File: src/rtl/hp_pkg.sv
// Shared half-precision definitions for the hp_* arithmetic blocks.
//   - format constants (exponent bias and unbiased exponent limits)
//   - canonical special-value patterns
//   - result class flag struct (one-hot when a result is valid)
//   - divider state encoding
package hp_pkg;

    localparam int EXP_BIAS = 15;
    localparam int EMIN     = -14;   // smallest normal exponent
    localparam int EMIN_SUB = -24;   // exponent of the smallest subnormal
    localparam int EMAX     = 15;    // largest normal exponent

    localparam logic [8:0]  QNAN_PAYLOAD = 9'h02A;
    localparam logic [15:0] POS_INF      = 16'h7C00;

    // Class flags, ordered as they appear on the block outputs.
    typedef struct packed {
        logic snan;
        logic qnan;
        logic infinity;
        logic zero;
        logic subnormal;
        logic normal;
    } hp_flags_t;

    typedef enum logic [1:0] {
        IDLE = 2'd0,
        DIV  = 2'd1,
        NORM = 2'd2,
        DONE = 2'd3
    } div_state_e;

endpackage

File: src/rtl/hp_class.sv
// Combinational fp16 operand unpacker.
//   x    : fp16 operand
//   sign : sign bit
//   exp  : unbiased exponent, -24..15 for finite nonzero values
//          (0 for zero, inf and NaN)
//   sig  : 11-bit significand, leading 1 at bit 10 for finite nonzero values;
//          subnormals are pre-normalized so the leading 1 is moved up to bit 10
//   cls  : one-hot class of x
module hp_class
    import hp_pkg::*;
(
    input  logic [15:0]       x,
    output logic              sign,
    output logic signed [6:0] exp,
    output logic [10:0]       sig,
    output hp_flags_t         cls
);

    logic [4:0] exp_field;
    logic [9:0] man;
    logic [3:0] lead;   // bit position of the leading 1 in the mantissa

    assign sign      = x[15];
    assign exp_field = x[14:10];
    assign man       = x[9:0];

    always_comb begin
        lead = 4'd0;
        for (int i = 0; i < 10; i++) begin
            if (man[i]) begin
                lead = 4'(i);
            end
        end
    end

    always_comb begin
        exp = 7'sd0;
        sig = 11'd0;
        cls = '0;
        if (exp_field == 5'd0) begin
            if (man == 10'd0) begin
                cls.zero = 1'b1;
            end else begin
                // Shift the leading 1 up to bit 10; each shift costs one
                // exponent step below EMIN.
                cls.subnormal = 1'b1;
                sig = {1'b0, man} << (4'd10 - lead);
                exp = $signed({3'b000, lead}) - 7'sd24;
            end
        end else if (exp_field == 5'h1F) begin
            sig = {1'b1, man};
            if (man == 10'd0) begin
                cls.infinity = 1'b1;
            end else if (man[9]) begin
                cls.qnan = 1'b1;
            end else begin
                cls.snan = 1'b1;
            end
        end else begin
            cls.normal = 1'b1;
            sig = {1'b1, man};
            exp = $signed({2'b00, exp_field}) - 7'sd15;
        end
    end

endmodule

File: src/rtl/hp_div.sv
// Iterative fp16 divider, q = a / b, radix-2 restoring, truncating.
//   clk, rst   : clock, synchronous active-high reset
//   in_valid   : operand pair valid
//   in_ready   : high while idle; an operand pair is taken on a clock edge
//                with in_valid & in_ready
//   a, b       : dividend, divisor (fp16)
//   out_valid  : result valid; q and flags hold until out_valid & out_ready
//   out_ready  : consumer takes the result on a clock edge with
//                out_valid & out_ready
//   q          : quotient (fp16)
//   snan..normal : one-hot class of q while out_valid is high
//
// Handshake: both sides are plain valid/ready. A transfer happens on a
// rising edge where valid and ready are both high; the source must hold its
// data stable until then. Only one operation is in flight: in_ready stays
// low from accept until the result has been handed off.
//
// Special operands are resolved at accept and appear the next cycle.
// Ordinary operands take 14 cycles: one cycle to set up the working
// registers from the captured operands, ITERS quotient-bit cycles, one
// normalize/pack cycle.
module hp_div
    import hp_pkg::*;
#(
    parameter int ITERS = 12
)
(
    input  logic        clk,
    input  logic        rst,
    input  logic        in_valid,
    output logic        in_ready,
    input  logic [15:0] a,
    input  logic [15:0] b,
    output logic        out_valid,
    input  logic        out_ready,
    output logic [15:0] q,
    output logic        snan,
    output logic        qnan,
    output logic        infinity,
    output logic        zero,
    output logic        subnormal,
    output logic        normal
);

    localparam logic [3:0]        LAST_STEP  = 4'(ITERS);
    localparam logic signed [7:0] EMAX_S     = 8'(EMAX);
    localparam logic signed [7:0] EMIN_S     = 8'(EMIN);
    localparam logic signed [7:0] EMIN_SUB_S = 8'(EMIN_SUB);
    localparam logic signed [7:0] BIAS_S     = 8'(EXP_BIAS);

    // Operand decode
    logic              a_sign, b_sign;
    logic signed [6:0] a_exp,  b_exp;
    logic [10:0]       a_sig,  b_sig;
    hp_flags_t         a_cls,  b_cls;

    hp_class u_a_class (
        .x    (a),
        .sign (a_sign),
        .exp  (a_exp),
        .sig  (a_sig),
        .cls  (a_cls)
    );

    hp_class u_b_class (
        .x    (b),
        .sign (b_sign),
        .exp  (b_exp),
        .sig  (b_sig),
        .cls  (b_cls)
    );

    // State
    div_state_e        state_q,     state_d;
    logic [3:0]        step_q,      step_d;      // 0 = setup, 1..ITERS = bits
    logic              sign_q,      sign_d;
    logic [10:0]       a_sig_q,     a_sig_d;
    logic [10:0]       b_sig_q,     b_sig_d;
    logic signed [6:0] e_q,         e_d;
    logic [11:0]       rem_q,       rem_d;
    logic [11:0]       quo_q,       quo_d;
    logic [15:0]       q_q,         q_d;
    hp_flags_t         flags_q,     flags_d;
    logic              out_valid_q, out_valid_d;

    // Quotient-bit step
    logic [11:0] diff;
    logic        take;

    assign take = (rem_q >= {1'b0, b_sig_q});
    assign diff = rem_q - {1'b0, b_sig_q};

    // Normalize / pack of the finished quotient
    logic [10:0]       n_sig;
    logic signed [7:0] n_exp;
    logic [3:0]        n_shamt;
    logic [9:0]        n_sub_man;
    logic [4:0]        n_biased;

    always_comb begin
        // The quotient of two significands in [1,2) lies in (1/2,2), so
        // Q[11] or Q[10] is always set.
        if (quo_q[11]) begin
            n_sig = quo_q[11:1];
            n_exp = 8'(e_q);
        end else begin
            n_sig = quo_q[10:0];
            n_exp = 8'(e_q) - 8'sd1;
        end
        // Only meaningful for exponents in EMIN_SUB..EMIN-1 (shift 1..10).
        n_shamt   = 4'(EMIN_S - n_exp);
        n_sub_man = 10'(n_sig >> n_shamt);
        n_biased  = 5'(n_exp + BIAS_S);
    end

    // Next state
    always_comb begin
        state_d     = state_q;
        step_d      = step_q;
        sign_d      = sign_q;
        a_sig_d     = a_sig_q;
        b_sig_d     = b_sig_q;
        e_d         = e_q;
        rem_d       = rem_q;
        quo_d       = quo_q;
        q_d         = q_q;
        flags_d     = flags_q;
        out_valid_d = out_valid_q;

        case (state_q)
            IDLE: begin
                if (in_valid) begin
                    sign_d  = a_sign ^ b_sign;
                    flags_d = '0;
                    if (a_cls.snan || b_cls.snan) begin
                        q_d          = a_cls.snan ? a : b;
                        flags_d.snan = 1'b1;
                        state_d      = DONE;
                        out_valid_d  = 1'b1;
                    end else if (a_cls.qnan || b_cls.qnan) begin
                        q_d          = a_cls.qnan ? a : b;
                        flags_d.qnan = 1'b1;
                        state_d      = DONE;
                        out_valid_d  = 1'b1;
                    end else if ((a_cls.infinity && b_cls.infinity) ||
                                 (a_cls.zero && b_cls.zero)) begin
                        q_d          = {a_sign ^ b_sign, 5'h1F, 1'b1, QNAN_PAYLOAD};
                        flags_d.qnan = 1'b1;
                        state_d      = DONE;
                        out_valid_d  = 1'b1;
                    end else if (a_cls.infinity || b_cls.zero) begin
                        q_d              = {a_sign ^ b_sign, POS_INF[14:0]};
                        flags_d.infinity = 1'b1;
                        state_d          = DONE;
                        out_valid_d      = 1'b1;
                    end else if (a_cls.zero || b_cls.infinity) begin
                        q_d          = {a_sign ^ b_sign, 15'd0};
                        flags_d.zero = 1'b1;
                        state_d      = DONE;
                        out_valid_d  = 1'b1;
                    end else if ((a_cls.normal || a_cls.subnormal) &&
                                 (b_cls.normal || b_cls.subnormal)) begin
                        a_sig_d = a_sig;
                        b_sig_d = b_sig;
                        e_d     = a_exp - b_exp;
                        step_d  = 4'd0;
                        state_d = DIV;
                    end
                end
            end

            DIV: begin
                step_d = step_q + 4'd1;
                if (step_q == 4'd0) begin
                    rem_d = {1'b0, a_sig_q};
                    quo_d = 12'd0;
                end else begin
                    // The remainder stays below D < 2^11 after each step, so
                    // dropping bit 11 before the shift loses nothing.
                    if (take) begin
                        rem_d = {diff[10:0], 1'b0};
                        quo_d = {quo_q[10:0], 1'b1};
                    end else begin
                        rem_d = {rem_q[10:0], 1'b0};
                        quo_d = {quo_q[10:0], 1'b0};
                    end
                    if (step_q == LAST_STEP) begin
                        state_d = NORM;
                    end
                end
            end

            NORM: begin
                flags_d = '0;
                if (n_exp > EMAX_S) begin
                    q_d              = {sign_q, POS_INF[14:0]};
                    flags_d.infinity = 1'b1;
                end else if (n_exp < EMIN_SUB_S) begin
                    q_d          = {sign_q, 15'd0};
                    flags_d.zero = 1'b1;
                end else if (n_exp < EMIN_S) begin
                    q_d               = {sign_q, 5'd0, n_sub_man};
                    flags_d.subnormal = 1'b1;
                end else begin
                    q_d            = {sign_q, n_biased, n_sig[9:0]};
                    flags_d.normal = 1'b1;
                end
                out_valid_d = 1'b1;
                state_d     = DONE;
            end

            DONE: begin
                if (out_ready) begin
                    out_valid_d = 1'b0;
                    state_d     = IDLE;
                end
            end

            default: begin
                state_d     = IDLE;
                out_valid_d = 1'b0;
            end
        endcase
    end

    always_ff @(posedge clk) begin
        if (rst) begin
            state_q     <= IDLE;
            step_q      <= 4'd0;
            sign_q      <= 1'b0;
            a_sig_q     <= 11'd0;
            b_sig_q     <= 11'd0;
            e_q         <= 7'sd0;
            rem_q       <= 12'd0;
            quo_q       <= 12'd0;
            q_q         <= 16'd0;
            flags_q     <= '0;
            out_valid_q <= 1'b0;
        end else begin
            state_q     <= state_d;
            step_q      <= step_d;
            sign_q      <= sign_d;
            a_sig_q     <= a_sig_d;
            b_sig_q     <= b_sig_d;
            e_q         <= e_d;
            rem_q       <= rem_d;
            quo_q       <= quo_d;
            q_q         <= q_d;
            flags_q     <= flags_d;
            out_valid_q <= out_valid_d;
        end
    end

    assign in_ready  = (state_q == IDLE);
    assign out_valid = out_valid_q;
    assign q         = q_q;
    assign snan      = flags_q.snan;
    assign qnan      = flags_q.qnan;
    assign infinity  = flags_q.infinity;
    assign zero      = flags_q.zero;
    assign subnormal = flags_q.subnormal;
    assign normal    = flags_q.normal;

endmodule
File: config.mk
export PLATFORM = sky130hd
export DESIGN_NAME = hp_div
export DESIGN_NICKNAME = d
export VERILOG_FILES = /design/src/rtl/hp_pkg.sv /design/src/rtl/hp_class.sv /design/src/rtl/hp_div.sv
export SDC_FILE = /design/constraint.sdc
export NUM_CORES = 1
export LEC_CHECK = 0
export CAP_MARGIN = 20
export CORE_ASPECT_RATIO = 0.5
export CORE_MARGIN = 2
export CORE_UTILIZATION = 56
export DETAILED_ROUTE_END_ITERATION = 10
export GPL_TIMING_DRIVEN = 0
export PLACE_DENSITY = 0.77
export SETUP_SLACK_MARGIN = 0.1
export SYNTH_ARGS = -nofsm -noshare
export SYNTH_HDL_FRONTEND = slang
export SYNTH_SLANG_ARGS = --single-unit
File: constraint.sdc
create_clock -name clk -period 5.6 [get_ports clk]
set_input_delay 1.4 -clock clk [delete_from_list [all_inputs] [get_ports clk]]
set_output_delay 1.4 -clock clk [all_outputs]
set_load 0.05 [all_outputs]
# After elaboration in Yosys (flattened, before gate mapping)
# Index checks and enable logic that the tools add are counted.
[word_totals] wordCells=195 register_bits=83 output_inout_bits=24
[op_classes] n_reduce_logical=26 eq_ne=18 bitwise=6 n_shift=3 magnitude_cmp=4 addsub=12 muxes=110
[op_table] cell="two-way mux 16 bit" count=8
[op_table] cell="two-way mux 11 bit" count=5
[op_table] cell="two-way mux 15 bit" count=3
[op_table] cell="two-way mux 4 bit" count=11
[op_table] cell="two-way mux 2 bit" count=21
[op_table] cell="two-way mux 3 bit" count=14
[op_table] cell="two-way mux 7 bit" count=6
[op_table] cell="two-way mux 12 bit" count=3
[op_table] cell="two-way mux 1 bit" count=32
[op_table] cell="one-hot mux 16 bit (2 select lines)" count=1
[op_table] cell="left shift 10 x 4 -> 11 bit" count=2
[op_table] cell="logical NOT 10 bit" count=2
[op_table] cell="!= test 2 bit (second input constant)" count=9
[op_table] cell="AND reduction 8 bit" count=2
[op_table] cell=">= comparator 12 x 11 -> 1 bit" count=1
[op_table] cell="one-hot mux 6 bit (2 select lines)" count=1
[op_table] cell="subtractor 4 x 5 -> 6 bit (second input constant)" count=2
[op_table] cell="subtractor 5 x 4 -> 6 bit (second input constant)" count=2
[op_table] cell=">> shifter 11 x 4 -> 10 bit" count=1
[op_table] cell="subtractor 11 bit" count=1
[op_table] cell="== test 5 bit (second input constant)" count=2
[op_table] cell="logical NOT 5 bit" count=2
[op_table] cell="> comparator 8 x 5 -> 1 bit (second input constant)" count=1
[op_table] cell="less-than comparator 8 x 5 -> 1 bit (second input constant)" count=1
[op_table] cell="30 further kinds" count=46

# Depth between registers and ports, before layout
[logic_depth] ltp_word=13 mapped_depth=17

# Modules after synthesis
# Synthesis repeated with hierarchy kept, for this count alone.
[unflattened] hier_cells=1021 area_unflattened_um2=7742.4
[by_module_without_submodules] mod="hp_div" cells_per_inst=761 seq_area_each_um2=1661.6 n_inst=1 area_each_um2=5755.5
[by_module_without_submodules] mod="hp_class" cells_per_inst=130 seq_area_each_um2=0.0 n_inst=2 area_each_um2=993.5

# Worst setup path before layout
# No wires, ideal clock.
[synth_path] path_kind="input to register" startpoint="input port a[7]" endpoint="register e_q[6]" setup_ps=86 arrival_ps=4292 n_path_buf=2 stages=15 slack_ps=1222 cell_sequence="buf_6 > or4_4 > buf_6 > o31ai_2 > o22a_1 > ha_1 > inv_1 > fa_1 > a21oi_1 > nor2_1 > nor2_1 > nor2b_1 > nor4_1 > a21oi_1 > a211oi_1"
[synth_between] elab_chain_len=8 word_cells_on_any_way=29 cone_classes="2 x add/sub; 11 x mux; 5 x bitwise; 11 x reduce/logical"
[synth_rtl] element="start, declared" line_no="hp_div.sv:32" rtl="input logic [15:0] a,"
[synth_rtl] element="branches (longest 8 deep; another with subtractor 7 bit)"
[synth_rtl] element="end signal, assigned" line_no="hp_div.sv:233" rtl="e_q <= 7'sd0;"
[synth_rtl] element="end signal, assigned" line_no="hp_div.sv:245" rtl="e_q <= e_d;"
[synth_rtl] element="end, declared" line_no="hp_div.sv:79" rtl="logic signed [6:0] e_q, e_d;"
# Several ways; the timed one is not identified.
# A chain may end at the register's enable or synchronous reset.

# Final worst setup path
[layout_path] startpoint="input port a[6]" endpoint="register e_q[6]"
[layout_between] elab_chain_len=8 word_cells_on_any_way=30 cone_classes="2 x add/sub; 12 x mux; 5 x bitwise; 11 x reduce/logical"
[layout_rtl] element="two-way mux 3 bit or logical NOT 10 bit (tied branches)" line_no="hp_class.sv:30, hp_class.sv:41, hp_class.sv:52"
[layout_rtl] element="two-way mux 3 bit or two-way mux 1 bit (tied branches)" line_no="hp_class.sv:30, hp_class.sv:41, hp_class.sv:52"
[layout_rtl] element="two-way mux 4 bit or two-way mux 3 bit (tied branches)" line_no="hp_class.sv:30, hp_class.sv:50"
[layout_rtl] element="two-way mux 4 bit or two-way mux 3 bit (tied branches)" line_no="hp_class.sv:30, hp_class.sv:40"
[layout_rtl] element="subtractor 4 x 5 -> 6 bit or logical AND 1 bit (tied branches)" line_no="hp_class.sv:48, hp_div.sv:145"
[layout_rtl] element="two-way mux 7 bit or logical OR 1 bit (tied branches)" line_no="hp_class.sv:41, hp_div.sv:145"
[layout_rtl] element="two-way mux 7 bit or inverter 1 bit (tied branches)"
[layout_rtl] element="subtractor 7 bit or AND reduction 8 bit (tied branches)"
# Parallel ways exist; a longest one is shown, timed or not.

==> impl_metrics.toml <==
[floorplan]
ios = 60
die_w_um = 165
die_h_um = 84.4
die_area_mm2 = 0.0139
coreArea_mm2 = 0.0127
row_count = 29
start_util = 0.572

[drt]
routed_wl_mm = 24.8
vias = 7936
dr.pass1.iters = 5
viasPerCell = 6.61
wl_per_cell_um = 20.7
detail-route-antenna-nets = 0
drc = 0
drt_iter0_drc = 964

[final_layout]
fin_nets = 1096
multi_input_area_mm2 = 0.00512
most-common-layout-cells = "nor2_1 (83), dfxtp_1 (83), a21oi_1 (76), nand2_1 (71), o21ai_0 (60)"
antenna_cells = 0
syn2layout_area_growth_pct = 14.7
nFillCells = 1144
regArea_mm2 = 0.00166
drive_above_1_share = 0.0650

[power_and_ir_drop]
power_leakage_nw = 2.99
p_per_area_mw_per_mm2 = 452
ir_worst_vdd_mv = 0.481

[synthesis]
syn-num-nets = 1031
avgSynthCellArea_um2 = 7.55
synth_area_mm2 = 0.00725
ys_types = 85
synth_ff_type = "dfxtp_1"
yosys_warnings = 0
ys_seq_area_frac = 0.229
ys_ff_latch = 83
ys_async_sr_fraction = 0
syn_inst = 960
synth_edf_count = 0

[global_routing]
antenna_found_initial = 0
grt_max_degree = 16
grt_pass1_wl_mm = 38.9
gr-total-overflow = 0
track_usage = 0.360
grt_pass1_vias = 7162

[placed_design]
io_buffers = 53
hpwl_mm = 19.2
finalWeightedCongestion = 0.965

[clock_network]
cts_hold_buf = 0
clk_latency_ns = 0.36
cts-root-buf = "clkbuf_16"
clkTransAtPathRegs_ns = 0.07
cts_buffers = 9
cts_buffer_depth = 2
cts_tree = "built"
cts.sinks = 83
h-tree-depth = 3
post-cts-setup-buffer-count = 0

[sta]
finalMaxSlewViolations = 0
worst_pin_slew_ns = 0.968
rsz0062_at_grt = "false"
finalHoldViolCount = 0
fmax_ghz = 0.197
finalCriticalPeriod_ns = 5.07
fin_crit_sh = 0.905
hold_ws_ns = 0.461
setup_viol = 0
slew_headroom = 0.345
finClkSkew_ns = 0.00919
fin_setup_tns_ns = 0

[worst_setup_path]
cp_top_family = "compound AO/OA/AOI/OAI gates"
critPathMaxFanout = 9
crit_type = "in2reg"
critical_path_arrival_ns = 5.34
endpoint_kind = "flop"
startpoint = "a[6]"
timing.rr.start = "quo_q[11]$_SDFFE_PP0P_"
critPathBufInv = 3
crit_path_start_kind = "input port"
slowest_stage = "o31ai_2"
worstPathCellList = "clkdlybuf4s50_1, or4_4, buf_6, o31ai_2, o22a_1, ha_1, inv_1, fa_1, a21oi_1, nor2_1, nor2_1, nor2b_1, nor4_1, a21oi_1, a211oi_1"
max_stage_delay_ns = 0.76
worstPathRequired_ns = 5.87

[flow_run]
maxCapViolCount = 0

[outcome]
status = "finished, final reports clean"

[hold_path]
hp-class = "reg2reg"
min_from = "a_sig_q[0]$_SDFFE_PP0P_"
==> Yosys cell counts, drive strengths merged, types with 6 or more instances <==
| master | n | area share |
|---|---|---|
| nor2 | 84 | 0.044 |
| dfxtp | 83 | 0.23 |
| a21oi | 76 | 0.052 |
| nand2 | 71 | 0.037 |
| o21ai | 61 | 0.042 |
| clkbuf | 51 | 0.027 |
| inv | 46 | 0.024 |
| nand3 | 38 | 0.026 |
| mux2i | 35 | 0.048 |
| ha | 33 | 0.057 |
| nor3 | 32 | 0.022 |
| nand2b | 27 | 0.023 |
| a211oi | 21 | 0.022 |
| a31oi | 17 | 0.015 |
| buf | 17 | 0.013 |
| a221oi | 16 | 0.019 |
| xnor2 | 16 | 0.019 |
| o211ai | 14 | 0.015 |
| nor2b | 13 | 0.011 |
| a21o | 11 | 0.012 |
| a22oi | 11 | 0.011 |
| nand4 | 10 | 0.0086 |
| xor2 | 10 | 0.012 |
| nor4 | 9 | 0.0086 |
| o22ai | 9 | 0.0078 |
| o31ai | 9 | 0.012 |
| a2111oi | 8 | 0.013 |
| a32oi | 8 | 0.0097 |
| or3 | 8 | 0.0069 |
| a221o | 7 | 0.010 |
| a311oi | 7 | 0.0085 |
| or4 | 7 | 0.0078 |
| a22o | 6 | 0.0074 |
| and2 | 6 | 0.0052 |
| nor3b | 6 | 0.0069 |
==> worst reg2reg max path: stages, from the launching register on <==
cell,delay (ns)
dfxtp_1,0.39
clkbuf_1,0.34
buf_1,0.53
clkbuf_1,0.47
nor2_1,0.18
nor2_1,0.29
ha_1,0.19
clkbuf_1,0.32
clkbuf_1,0.37
o211ai_1,0.15
o21ai_0,0.11
a31oi_1,0.11
a32oi_1,0.32
o2bb2ai_1,0.14
==> final cells by class <==
type	instances	area share
Clock buffer	10	0.0287
Tap cell	170	0.0256
Buffer	68	0.0348
Timing Repair Buffer	54	0.0644
Multi-Input combinational cell	760	0.616
Sequential cell	83	0.200
Inverter	49	0.0221
Clock inverter	6	0.00873
==> flip-flops by register name, indices dropped and copies added (netlist names) <==
signal / cells
out_valid: 1
quo_q: 12
q: 16
subnormal: 1
snan: 1
normal: 1
infinity: 1
qnan: 1
zero: 1
sign_q: 1
e_q: 7
a_sig_q: 11
b_sig_q: 11
rem_q: 12
step_q: 4
state_q: 2
==> path summary, 6_finish.rpt <==
| kind | cells past startpoint | end | slack [ns] |
|---|---|---|---|
| setup / recovery | 15 | e_q[6]$_SDFFE_PP0P_ | 0.53 |
| hold / removal | 2 | a_sig_q[0]$_SDFFE_PP0P_ | 0.46 |
| setup reg to reg | 13 | q[1]$_SDFFE_PP0P_ | 1.62 |
| hold reg to reg | 2 | a_sig_q[0]$_SDFFE_PP0P_ | 0.46 |
==> routing by layer <==
metal	vias up	GRT usage	part of all wire
met1	3775	0.523	0.46
li1	3724	-	-
met3	34	0.104	0.11
met4	0	0.0767	0.015
met5	-	0	0
met2	403	0.528	0.42
==> cell families (layout without fill, tap and decap cells) <==
family          Yosys count  in the layout  share of synthesized area
simple gates            335            335                      0.236
mux                      43             43                     0.0654
flops                    83             83                      0.229
buf+inv                 117            187                     0.0653
compound gates          321            321                      0.311
fa+ha+maj                35             35                     0.0625
xor+xnor                 26             26                     0.0314
==> per-stage QoR <==
stage | worst slack [ns] | std cells | util | power (mW) | area (um^2)
finish | 0.529 | 1200 | 0.656 | 3.76 | 8310
global route | 0.310 | 1200 | 0.656 | 4.01 | 8310
CTS | 0.407 | 1200 | 0.656 | 3.70 | 8310
detailed placement | 0.0644 | 1184 | 0.631 | 3.07 | 8000
global placement | 0.103 | 1183 | 0.631 | 3.03 | 7990
floorplan | 1.22 | 960 | - | 2.46 | 7250
==> power by group <==
| group | switching (mW) | internal (mW) |
|---|---|---|
| Clock | 0.263 | 0.361 |
| Sequential | 0.0940 | 0.723 |
| Combinational | 1.50 | 0.811 |
| Total | 1.86 | 1.90 |
==> what timing repair did <==
item,CTS,global route
setup endpoints to repair,0,3
resized for setup,0,1
endpoints found under the hold margin,0,0
Note: power is estimated with default switching activity, not from simulation.
